$ cat config.mk
export PLATFORM = sky130hd
export DESIGN_NAME = mmr_scrubbed_register_array
export DESIGN_NICKNAME = d
export VERILOG_FILES = /design/src/rtl/mmr_scrubbed_register_array.sv
export SDC_FILE = /design/constraint.sdc
export NUM_CORES = 2
export LEC_CHECK = 0
export CAP_MARGIN = 5
export CELL_PAD_IN_SITES_DETAIL_PLACEMENT = 0
export CELL_PAD_IN_SITES_GLOBAL_PLACEMENT = 1
export CORE_AREA = 2 2 263 265
export CTS_CLUSTER_SIZE = 10
export DETAILED_ROUTE_END_ITERATION = 10
export DIE_AREA = 0 0 265 267
export PLACE_DENSITY_LB_ADDON = 0.1
export SLEW_MARGIN = 10
export SYNTH_ARGS = -nofsm -noshare
export SYNTH_HDL_FRONTEND = slang
export SYNTH_SLANG_ARGS = --single-unit
$ cat constraint.sdc
create_clock -name clk_i -period 4.4 [get_ports clk_i]
set_clock_uncertainty 0.1 [all_clocks]
set_input_delay 0.88 -clock clk_i [delete_from_list [all_inputs] [get_ports clk_i]]
set_output_delay 0.88 -clock clk_i [all_outputs]
set_load 0.02 [all_outputs]
$ cat src/rtl/mmr_scrubbed_register_array.sv
// DEPTH x N register file with K_MMR replicas per word, majority-voted reads and a background scrubber.
// Define MMR_FAULT_INJECT_EN to add the single-bit fault injection port (inj_*).
module mmr_scrubbed_register_array #(
    parameter int  K_MMR        = 3,
    parameter int  N            = 16,
    parameter int  DEPTH        = 8,
    parameter int  SCRUB_PERIOD = 16,
    parameter int  CNT_W        = 8,
    localparam int AW           = (DEPTH > 1) ? $clog2(DEPTH) : 1
) (
    input  logic                     clk_i,
    input  logic                     rst_n_i,
    input  logic                     we_i,
    input  logic [AW-1:0]            waddr_i,
    input  logic [N-1:0]             wdata_i,
    input  logic                     re_i,
    input  logic [AW-1:0]            raddr_i,
    output logic [N-1:0]             rdata_o,
    output logic                     rvalid_o,
    output logic                     rd_mismatch_o,
    input  logic                     scrub_en_i,
    output logic                     scrub_busy_o,
    output logic [CNT_W-1:0]         corr_cnt_o,
    output logic [K_MMR-1:0]         replica_err_o,
`ifdef MMR_FAULT_INJECT_EN
    input  logic                     inj_i,
    input  logic [AW-1:0]            inj_addr_i,
    input  logic [$clog2(K_MMR)-1:0] inj_replica_i,
    input  logic [$clog2(N)-1:0]     inj_bit_i,
`endif
    input  logic                     clr_err_i
);

    localparam int PW = (SCRUB_PERIOD > 1) ? $clog2(SCRUB_PERIOD) : 1;

    typedef enum logic [1:0] {
        S_WAIT  = 2'd0,
        S_CHECK = 2'd1,
        S_FIX   = 2'd2
    } state_e;

    typedef logic [K_MMR-1:0][N-1:0] reps_t;

    function automatic logic [N-1:0] vote_f(input reps_t reps);
        logic [N-1:0] v;
        int           ones;
        v = '0;
        for (int b = 0; b < N; b++) begin
            ones = 0;
            for (int k = 0; k < K_MMR; k++) begin
                ones += int'(reps[k][b]);
            end
            v[b] = (ones > (K_MMR / 2));
        end
        return v;
    endfunction

    function automatic logic [K_MMR-1:0] losers_f(input reps_t reps, input logic [N-1:0] voted);
        logic [K_MMR-1:0] l;
        l = '0;
        for (int k = 0; k < K_MMR; k++) begin
            l[k] = (reps[k] != voted);
        end
        return l;
    endfunction

    logic [K_MMR-1:0][DEPTH-1:0][N-1:0] mem_q, mem_d;
    state_e                             state_q, state_d;
    logic [AW-1:0]                      saddr_q, saddr_d;
    logic [PW-1:0]                      pcnt_q, pcnt_d;
    logic [CNT_W-1:0]                   corr_q, corr_d;
    logic [K_MMR-1:0]                   err_q, err_d;
    logic [N-1:0]                       rdata_q, rdata_d;
    logic                               rvalid_q, rvalid_d;
    logic                               rmis_q, rmis_d;
    logic                               busy_q;

    reps_t                              rd_reps_s, sc_reps_s;
    logic [N-1:0]                       rd_vote_s, sc_vote_s;
    logic [K_MMR-1:0]                   rd_lose_s, sc_lose_s, err_set_s;
    logic [AW-1:0]                      saddr_nxt_s;
    logic                               sc_mis_s, wr_hit_s, fix_en_s, corr_inc_s;
`ifdef MMR_FAULT_INJECT_EN
    logic                               inj_ok_s;
`endif

    // Replica views of the word being read and the word under scrub
    always_comb begin
        rd_reps_s = '0;
        sc_reps_s = '0;
        for (int k = 0; k < K_MMR; k++) begin
            rd_reps_s[k] = mem_q[k][raddr_i];
            sc_reps_s[k] = mem_q[k][saddr_q];
        end
    end

    assign rd_vote_s   = vote_f(rd_reps_s);
    assign rd_lose_s   = losers_f(rd_reps_s, rd_vote_s);
    assign sc_vote_s   = vote_f(sc_reps_s);
    assign sc_lose_s   = losers_f(sc_reps_s, sc_vote_s);
    assign sc_mis_s    = |sc_lose_s;
    assign saddr_nxt_s = (saddr_q == AW'(DEPTH - 1)) ? '0 : saddr_q + AW'(1);
    assign wr_hit_s    = we_i && (waddr_i == saddr_q);
`ifdef MMR_FAULT_INJECT_EN
    assign inj_ok_s    = inj_i && !(we_i && (waddr_i == inj_addr_i))
                         && (int'(inj_replica_i) < K_MMR) && (int'(inj_bit_i) < N);
`endif

    // Scrub FSM next-state; a step in progress always finishes before parking in S_WAIT
    always_comb begin
        state_d    = state_q;
        saddr_d    = saddr_q;
        pcnt_d     = pcnt_q;
        fix_en_s   = 1'b0;
        corr_inc_s = 1'b0;
        err_set_s  = '0;
        case (state_q)
            S_WAIT: begin
                if (scrub_en_i) begin
                    if (pcnt_q == PW'(SCRUB_PERIOD - 1)) begin
                        pcnt_d  = '0;
                        state_d = S_CHECK;
                    end else begin
                        pcnt_d  = pcnt_q + PW'(1);
                    end
                end else begin
                    pcnt_d = pcnt_q;
                end
            end
            S_CHECK: begin
                if (sc_mis_s) begin
                    err_set_s = sc_lose_s;
                    state_d   = S_FIX;
                end else begin
                    saddr_d   = saddr_nxt_s;
                    state_d   = S_WAIT;
                end
            end
            S_FIX: begin
                saddr_d    = saddr_nxt_s;
                state_d    = S_WAIT;
                fix_en_s   = !wr_hit_s;
                corr_inc_s = !wr_hit_s;
            end
            default: begin
                state_d = S_WAIT;
            end
        endcase
    end

    // Storage update: scrub fix, then injection, then host write (host write wins)
    always_comb begin
        mem_d = mem_q;
        for (int k = 0; k < K_MMR; k++) begin
            mem_d[k][saddr_q] = fix_en_s ? sc_vote_s : mem_q[k][saddr_q];
        end
`ifdef MMR_FAULT_INJECT_EN
        for (int k = 0; k < K_MMR; k++) begin
            mem_d[k][inj_addr_i][inj_bit_i] = mem_d[k][inj_addr_i][inj_bit_i]
                                              ^ (inj_ok_s && (int'(inj_replica_i) == k));
        end
`endif
        for (int k = 0; k < K_MMR; k++) begin
            mem_d[k][waddr_i] = we_i ? wdata_i : mem_d[k][waddr_i];
        end
    end

    // Read port and sticky status; clr_err_i overrides any same-cycle update
    always_comb begin
        rdata_d  = re_i ? rd_vote_s : rdata_q;
        rvalid_d = re_i;
        rmis_d   = re_i && (|rd_lose_s);
        err_d    = clr_err_i ? '0
                 : (err_q | err_set_s | (re_i ? rd_lose_s : {K_MMR{1'b0}}));
        corr_d   = clr_err_i ? '0
                 : ((corr_inc_s && (corr_q != {CNT_W{1'b1}})) ? corr_q + CNT_W'(1) : corr_q);
    end

    // State, storage and output registers
    always_ff @(posedge clk_i or negedge rst_n_i) begin
        if (!rst_n_i) begin
            mem_q    <= '0;
            state_q  <= S_WAIT;
            saddr_q  <= '0;
            pcnt_q   <= '0;
            corr_q   <= '0;
            err_q    <= '0;
            rdata_q  <= '0;
            rvalid_q <= 1'b0;
            rmis_q   <= 1'b0;
            busy_q   <= 1'b0;
        end else begin
            mem_q    <= mem_d;
            state_q  <= state_d;
            saddr_q  <= saddr_d;
            pcnt_q   <= pcnt_d;
            corr_q   <= corr_d;
            err_q    <= err_d;
            rdata_q  <= rdata_d;
            rvalid_q <= rvalid_d;
            rmis_q   <= rmis_d;
            busy_q   <= (state_d != S_WAIT);
        end
    end

    assign rdata_o       = rdata_q;
    assign rvalid_o      = rvalid_q;
    assign rd_mismatch_o = rmis_q;
    assign scrub_busy_o  = busy_q;
    assign corr_cnt_o    = corr_q;
    assign replica_err_o = err_q;

endmodule

# Word level (Yosys, flattened, before mapping)
# Cells that the tools add are included.
[op_classes]
order_cmp = 37
bitwise_logic = 2
eq_ne = 13
addsub = 67
reduce_logical = 14
mux = 49
[ops]
columns = ["cell", "count"]
rows = [
  ["128-bit bitwise mux", 6],
  ["16-bit binary-select mux with 3-bit select", 9],
  ["16-bit 2-to-1 mux", 17],
  ["2-bit by 1-bit adder with 3-bit output", 32],
  ["16-bit demux with 3-bit select", 2],
  ["3-bit by 1-bit > comparator with 1-bit output, second input constant", 32],
  ["16-bit inequality test", 6],
  ["1-bit by 1-bit adder with 2-bit output", 32],
  ["3-bit 2-to-1 mux", 6],
  ["8-bit 2-to-1 mux", 2],
  ["3-bit by 4-bit < comparator with 1-bit output, second input constant", 3],
  ["8-bit by 1-bit adder with 8-bit output, second input constant", 1],
  ["8-bit inequality test, second input constant", 1],
  ["3-bit by 1-bit greater-or-equal comparator with 1-bit output, second input constant", 2],
  ["2-bit 2-to-1 mux", 3],
  ["3-bit bitwise OR", 2],
  ["3-bit one-hot mux with 2 select lines", 1],
  ["2-bit nonzero test", 3],
  ["3-bit OR reduction", 2],
  ["1-bit logical AND", 5],
  ["4-bit by 1-bit adder with 4-bit output, second input constant", 1],
  ["4-bit == test, second input constant", 1],
  ["4-bit 2-to-1 mux", 1],
  ["2-bit one-hot mux with 2 select lines", 1],
  ["10 further kinds", 11],
]
[totals]
in_bits = 28
elab_cells = 215
regBits = 423

# Depth between registers and ports, before layout
[depth]
ltp_word = 12
depth_mapped = 19
mapped_depth_nobuf = 12

# Worst setup path before layout
# No wires, ideal clock.
[synth_path]
path_kind = "in2reg"
from = "input raddr_i[1]"
to = "register err_q[2] (netlist: replica_err_o[2])"
setup_ns = 0.132
arrival_time_ns = 5.094
n_path_buf = 5
setup_slack_ns = -0.926
path_stages = 15
cell_sequence = "clkbuf_1 > buf_1 > clkbuf_1 > clkbuf_1 > buf_1 > mux4_2 > mux2_2 > ha_1 > nor2b_1 > nor2_1 > xnor2_1 > or4_1 > o31a_1 > a211oi_1 > nor2_1"
[synth_between]
elab_chain_cells = 9
[synth_rtl]
columns = ["item", "line", "rtl"]
rows = [
  ["start: declaration", "17", "input logic [AW-1:0] raddr_i,"],
  ["16-bit binary-select mux with 3-bit select", "92", "rd_reps_s[k] = mem_q[k][raddr_i];"],
  ["16-bit 2-to-1 mux (not written as such)", "92", ""],
  ["1-bit by 1-bit adder with 2-bit output", "51", "ones += int'(reps[k][b]);"],
  ["2-bit by 1-bit adder with 3-bit output", "51", ""],
  ["3-bit by 1-bit > comparator with 1-bit output", "53", "v[b] = (ones > (K_MMR / 2));"],
  ["16-bit inequality test (*)", "62", "l[k] = (reps[k] != voted);"],
  ["3-bit 2-to-1 mux (*)", "174", ": (err_q | err_set_s | (re_i ? rd_lose_s : {K_MMR{1'b0}}));"],
  ["3-bit bitwise OR (*)", "174", ""],
  ["3-bit 2-to-1 mux (*)", "173", "err_d = clr_err_i ? '0"],
  ["named net err_d[2]", "72", "logic [K_MMR-1:0] err_q, err_d;"],
  ["end signal: assignment", "198", "err_q <= err_d;"],
  ["end: declaration", "72", ""],
]
# Mark *: on every way through the listed nets, which the timed path passes. The rest lies on a longest branch. The select of a mux whose other input is x is not followed.
# A chain may end at the register's enable or synchronous reset.

# Worst setup path after layout
[layout_path]
from = "register saddr_q[2]"
to = "register saddr_q[2]"
[layout_between]
elab_chain_cells = 9
[layout_rtl]
columns = ["item", "line", "rtl"]
rows = [
  ["start: declaration", "69", "logic [AW-1:0] saddr_q, saddr_d;"],
  ["start signal: assignment", "195", "saddr_q <= saddr_d;"],
  ["16-bit binary-select mux with 3-bit select", "93", "sc_reps_s[k] = mem_q[k][saddr_q];"],
  ["16-bit 2-to-1 mux (not written as such)", "93", ""],
  ["1-bit by 1-bit adder with 2-bit output", "51", ""],
  ["2-bit by 1-bit adder with 3-bit output", "51", ""],
  ["3-bit by 1-bit > comparator with 1-bit output", "53", ""],
  ["16-bit inequality test", "62", ""],
  ["3-bit OR reduction", "101", "assign sc_mis_s = |sc_lose_s;"],
  ["2-bit inequality test (no source line)", "--", ""],
  ["2-bit AND reduction (no source line)", "--", ""],
]
# Several ways; a longest one is shown, not always the timed one. The select of a mux whose other input is x is not followed.

==> flow_summary.yaml <==
run_status:
  status: "finished with violations"
  violations: "negative setup slack"
worst_setup_path:
  cp-start-kind: "register"
  cp_cell_sequence: "buf_12 > buf_12 > buf_12 > mux2_2 > mux4_2 > o21bai_4 > ha_4 > nor2_1 > o21ai_1 > nand4_1 > nor4_2 > buf_4 > nand4_1 > or4_4 > or2_4 > a311o_1"
  crit_family: "simple AND/OR/NAND/NOR gates"
  cpPeakStageDelay_ps: 530
  ff2ff_path_depth: 16
  crit_path_top_delay_cell: "dfrtp_4"
  reg2reg_to: "saddr_q[2]$_DFFE_PN0P_"
  reg2reg_slack_ps: -20
  worstPathRequired_ps: 4800
  path_class: "register to register"
  crit_arrival_ps: 4810
  critPathCaptureType: "register"
  worstReg2RegStart: "saddr_q[2]$_DFFE_PN0P_"
  crit_buf_inv: 4
  cp_common_cell: "buf_12"
  path_max_fanout: 8
pwr:
  power_mw: 27.9
  powerDensity_nw_per_um2: 757
  vdd_ir_drop_max_v: 0.000415
  power_leakage_nw: 15.0
synth:
  ys_seq_area_frac: 0.348
  synth_seq_cells: 423
  asyncSetResetFlopFracSynth: 1.00
  yosys_warnings: 0
  synth.distinct_cells: 84
  synth-edff-count: 0
  synth-main-ff-cell: "dfrtp_1"
  syn_area_um2: 30400
  synth_fp_nets: 3365
  syn-instance-count: 3301
  synth.avg_cell_area_um2: 9.20
grt:
  track_usage: 0.408
  antenna_found_initial: 4
  grt_pass1_wl_um: 211000
  grt_overflow_total: 0
  grt_max_degree: 97
  first_global_vias: 30600
routing:
  ant_nets: 0
  drc: 0
  dr.pass1.iters: 6
  top_layer: "met5"
  drt_iter0_markers: 3507
  wl_per_cell_um: 32.8
  via_count: 31100
  routed-wl-met3_um: 15800
  wl_met1_um: 56800
  dr_wl_met2_um: 65300
  viasPerCell: 6.94
  drt-total-wl_um: 147000
hold_path:
  hp-class: "primary input to async pin"
sta:
  timing.hold.ws_ps: 228
  finalMaxSlewViolations: 0
  hold_violations: 0
  maxSlewHeadroom: 0.332
  finalCritPeriodShare: 1.00
  tightestPinTransition_ps: 998
  finalCriticalPeriod_ps: 4420
  max_freq_mhz: 226
  setup_viol: 1
  worst_slack_ps: -15.4
  rsz0062_at_grt: "yes"
floorplan:
  num_rows: 96
  die_h_um: 267
  coreArea_um2: 68000
  die_area_um2: 70800
  start_util: 0.447
  die_x_um: 265
  ios: 58
cells_and_area:
  nets: 3628
  fillers: 6207
  instances_no_fill: 4481
  areaGrowthSynthToFinish_pct: 21.4
  drive_above_1_share: 0.237
  finalCoreUtilization: 0.542
cts:
  root_buffer: "clkbuf_16"
  cts_num_sinks: 423
  cts_buffers: 53
  cts-htree-levels: 2
  cts_tree: "done"
  insertion_delay_ps: 630
  clk_pin_slew_ps: 50
  clockBufferDepth: 3
flow_run:
  maxCapViolations: 0
placement:
  place.gp.congestion: 0.991
  port_buffers: 57
  hpwl_um: 101000
  placed_cells: 4378
-- per-layer routing --
metal,vias to the layer above,GRT usage
met5,-,0
met4,8,0.219
met3,549,0.0958
met2,2034,0.638
met1,15500,0.525
li1,13000,-
-- state kept, by name, indices dropped and copies added (netlist names) --
name           cells
replica_err_o      3
saddr_q            3
scrub_busy_o       1
corr_cnt_o         8
state_q            2
rvalid_o           1
mem_q            384
rdata_o           16
rd_mismatch_o      1
pcnt_q             4
-- worst reg2reg max path, cell delays in order, from the launching register on --
cell and delay (ps):
dfrtp_4 530, buf_12 160, buf_12 140, buf_12 140, mux2_2 270, mux4_2 490, o21bai_4 210, ha_4 280
nor2_1 40, o21ai_1 80, nand4_1 250, nor4_2 290, buf_4 140, nand4_1 110, or4_4 520, or2_4 270
a311o_1 260
-- area by class of cell --
type / count / area (um2) / share of cell area
Tap cell: 882 / 1100 / 0.0299
Sequential cell: 423 / 10600 / 0.287
Clock inverter: 8 / 123 / 0.00332
Clock buffer: 80 / 1520 / 0.0412
Multi-Input combinational cell: 2572 / 18900 / 0.513
Inverter: 27 / 101 / 0.00275
Timing Repair Buffer: 487 / 4510 / 0.122
Antenna cell: 2 / 5.00 / 0.000136
-- cell usage in the layout (no fill, tap or decap), types with 23 or more instances in the layout --
master           instances
mux2_2                  92
nand2_1                527
a22oi_1                 67
nand3_1                 27
buf_12                  53
mux2i_1                274
nor2_1                 162
xor2_1                  30
nand2b_1                32
inv_1                   26
o22ai_1                256
o21ai_0                327
buf_4                  375
clkbuf_16               54
dfrtp_1                420
ha_1                    35
a211oi_1                23
clkdlybuf4s50_1         52
xnor2_1                 31
a21oi_1                114
mux4_2                 130
o31ai_1                 25
-- cell usage after synthesis (8+ instances only) --
cell / count / share of area
nor4_1: 11 / 0.0023
and3_1: 15 / 0.0031
o22a_1: 8 / 0.0023
a221oi_1: 18 / 0.0052
inv_1: 26 / 0.0032
xor2_1: 31 / 0.0089
nor2_1: 168 / 0.021
mux2i_1: 275 / 0.091
o22ai_1: 257 / 0.053
buf_6: 10 / 0.0037
clkbuf_1: 185 / 0.023
o2bb2ai_1: 14 / 0.0040
buf_1: 38 / 0.0047
mux2_2: 92 / 0.034
ha_1: 36 / 0.015
buf_2: 37 / 0.0061
nand2b_1: 32 / 0.0066
nor2b_1: 17 / 0.0035
nand4_1: 17 / 0.0035
o221ai_1: 25 / 0.0072
and2_1: 16 / 0.0033
dfrtp_1: 423 / 0.35
a22oi_1: 68 / 0.017
buf_4: 8 / 0.0020
a22o_1: 14 / 0.0040
xnor2_1: 32 / 0.0092
mux4_2: 130 / 0.096
o21a_1: 10 / 0.0025
o31ai_1: 31 / 0.0077
a21oi_1: 115 / 0.019
nand2_1: 538 / 0.066
a2bb2oi_1: 8 / 0.0023
a31oi_1: 17 / 0.0035
o21ai_1: 8 / 0.0013
a211oi_1: 24 / 0.0059
or4_1: 16 / 0.0040
nand3_1: 28 / 0.0046
nor3_2: 10 / 0.0033
or3_1: 12 / 0.0025
o21ai_0: 330 / 0.054
nor3_1: 26 / 0.0043
-- cell families (layout without fill, tap and decap cells) --
logic type,after synthesis,in the layout,synth area share
compound gates,1029,1029,0.215
xor+xnor,63,63,0.0182
fa+ha+maj,36,36,0.0148
buf+inv,306,602,0.0432
flops,423,423,0.348
mux,499,499,0.222
other cells,0,2,0
simple gates,945,945,0.139
-- repair_timing --
item	CTS	global route
resized for setup	7	56
cloned	0	1
setup buffers	4	8
pin swaps	1	14
hold buffers	0	0
endpoints found under the setup margin	33	99
-- how the worst max path moves through the flow --
stage,startpoint,end,slack (ps),cells after the start
4_1_cts,saddr_q[1]$_DFFE_PN0P_,saddr_q[2]$_DFFE_PN0P_,30,16
6_report,saddr_q[2]$_DFFE_PN0P_,saddr_q[2]$_DFFE_PN0P_,-20,16
3_5_place_dp,saddr_q[1]$_DFFE_PN0P_,saddr_q[2]$_DFFE_PN0P_,-310,12
3_3_place_gp,saddr_q[2]$_DFFE_PN0P_,saddr_q[2]$_DFFE_PN0P_,-400,12
5_1_grt,saddr_q[2]$_DFFE_PN0P_,saddr_q[2]$_DFFE_PN0P_,-90,16
2_1_floorplan,saddr_q[2]$_DFFE_PN0P_,mem_q[273]$_DFF_PN0_,8,14
-- report_power, final --
group,total (mW),switching (mW),internal [mW]
clock network,4.32,1.80,2.52
registers,6.49,1.27,5.22
logic,17.1,9.83,7.27
-- stage by stage --
stage	worst slack [ps]	instance area, um2	setup TNS [ps]
finish	-15.4	36900	-15.4
global route	-87.0	36900	-208
CTS	27.3	36500	0
detailed placement	-308	34700	-1620
global placement	-400	34700	-1710
floorplan	8.11	30500	0
Power figures use the tool's default switching activity.
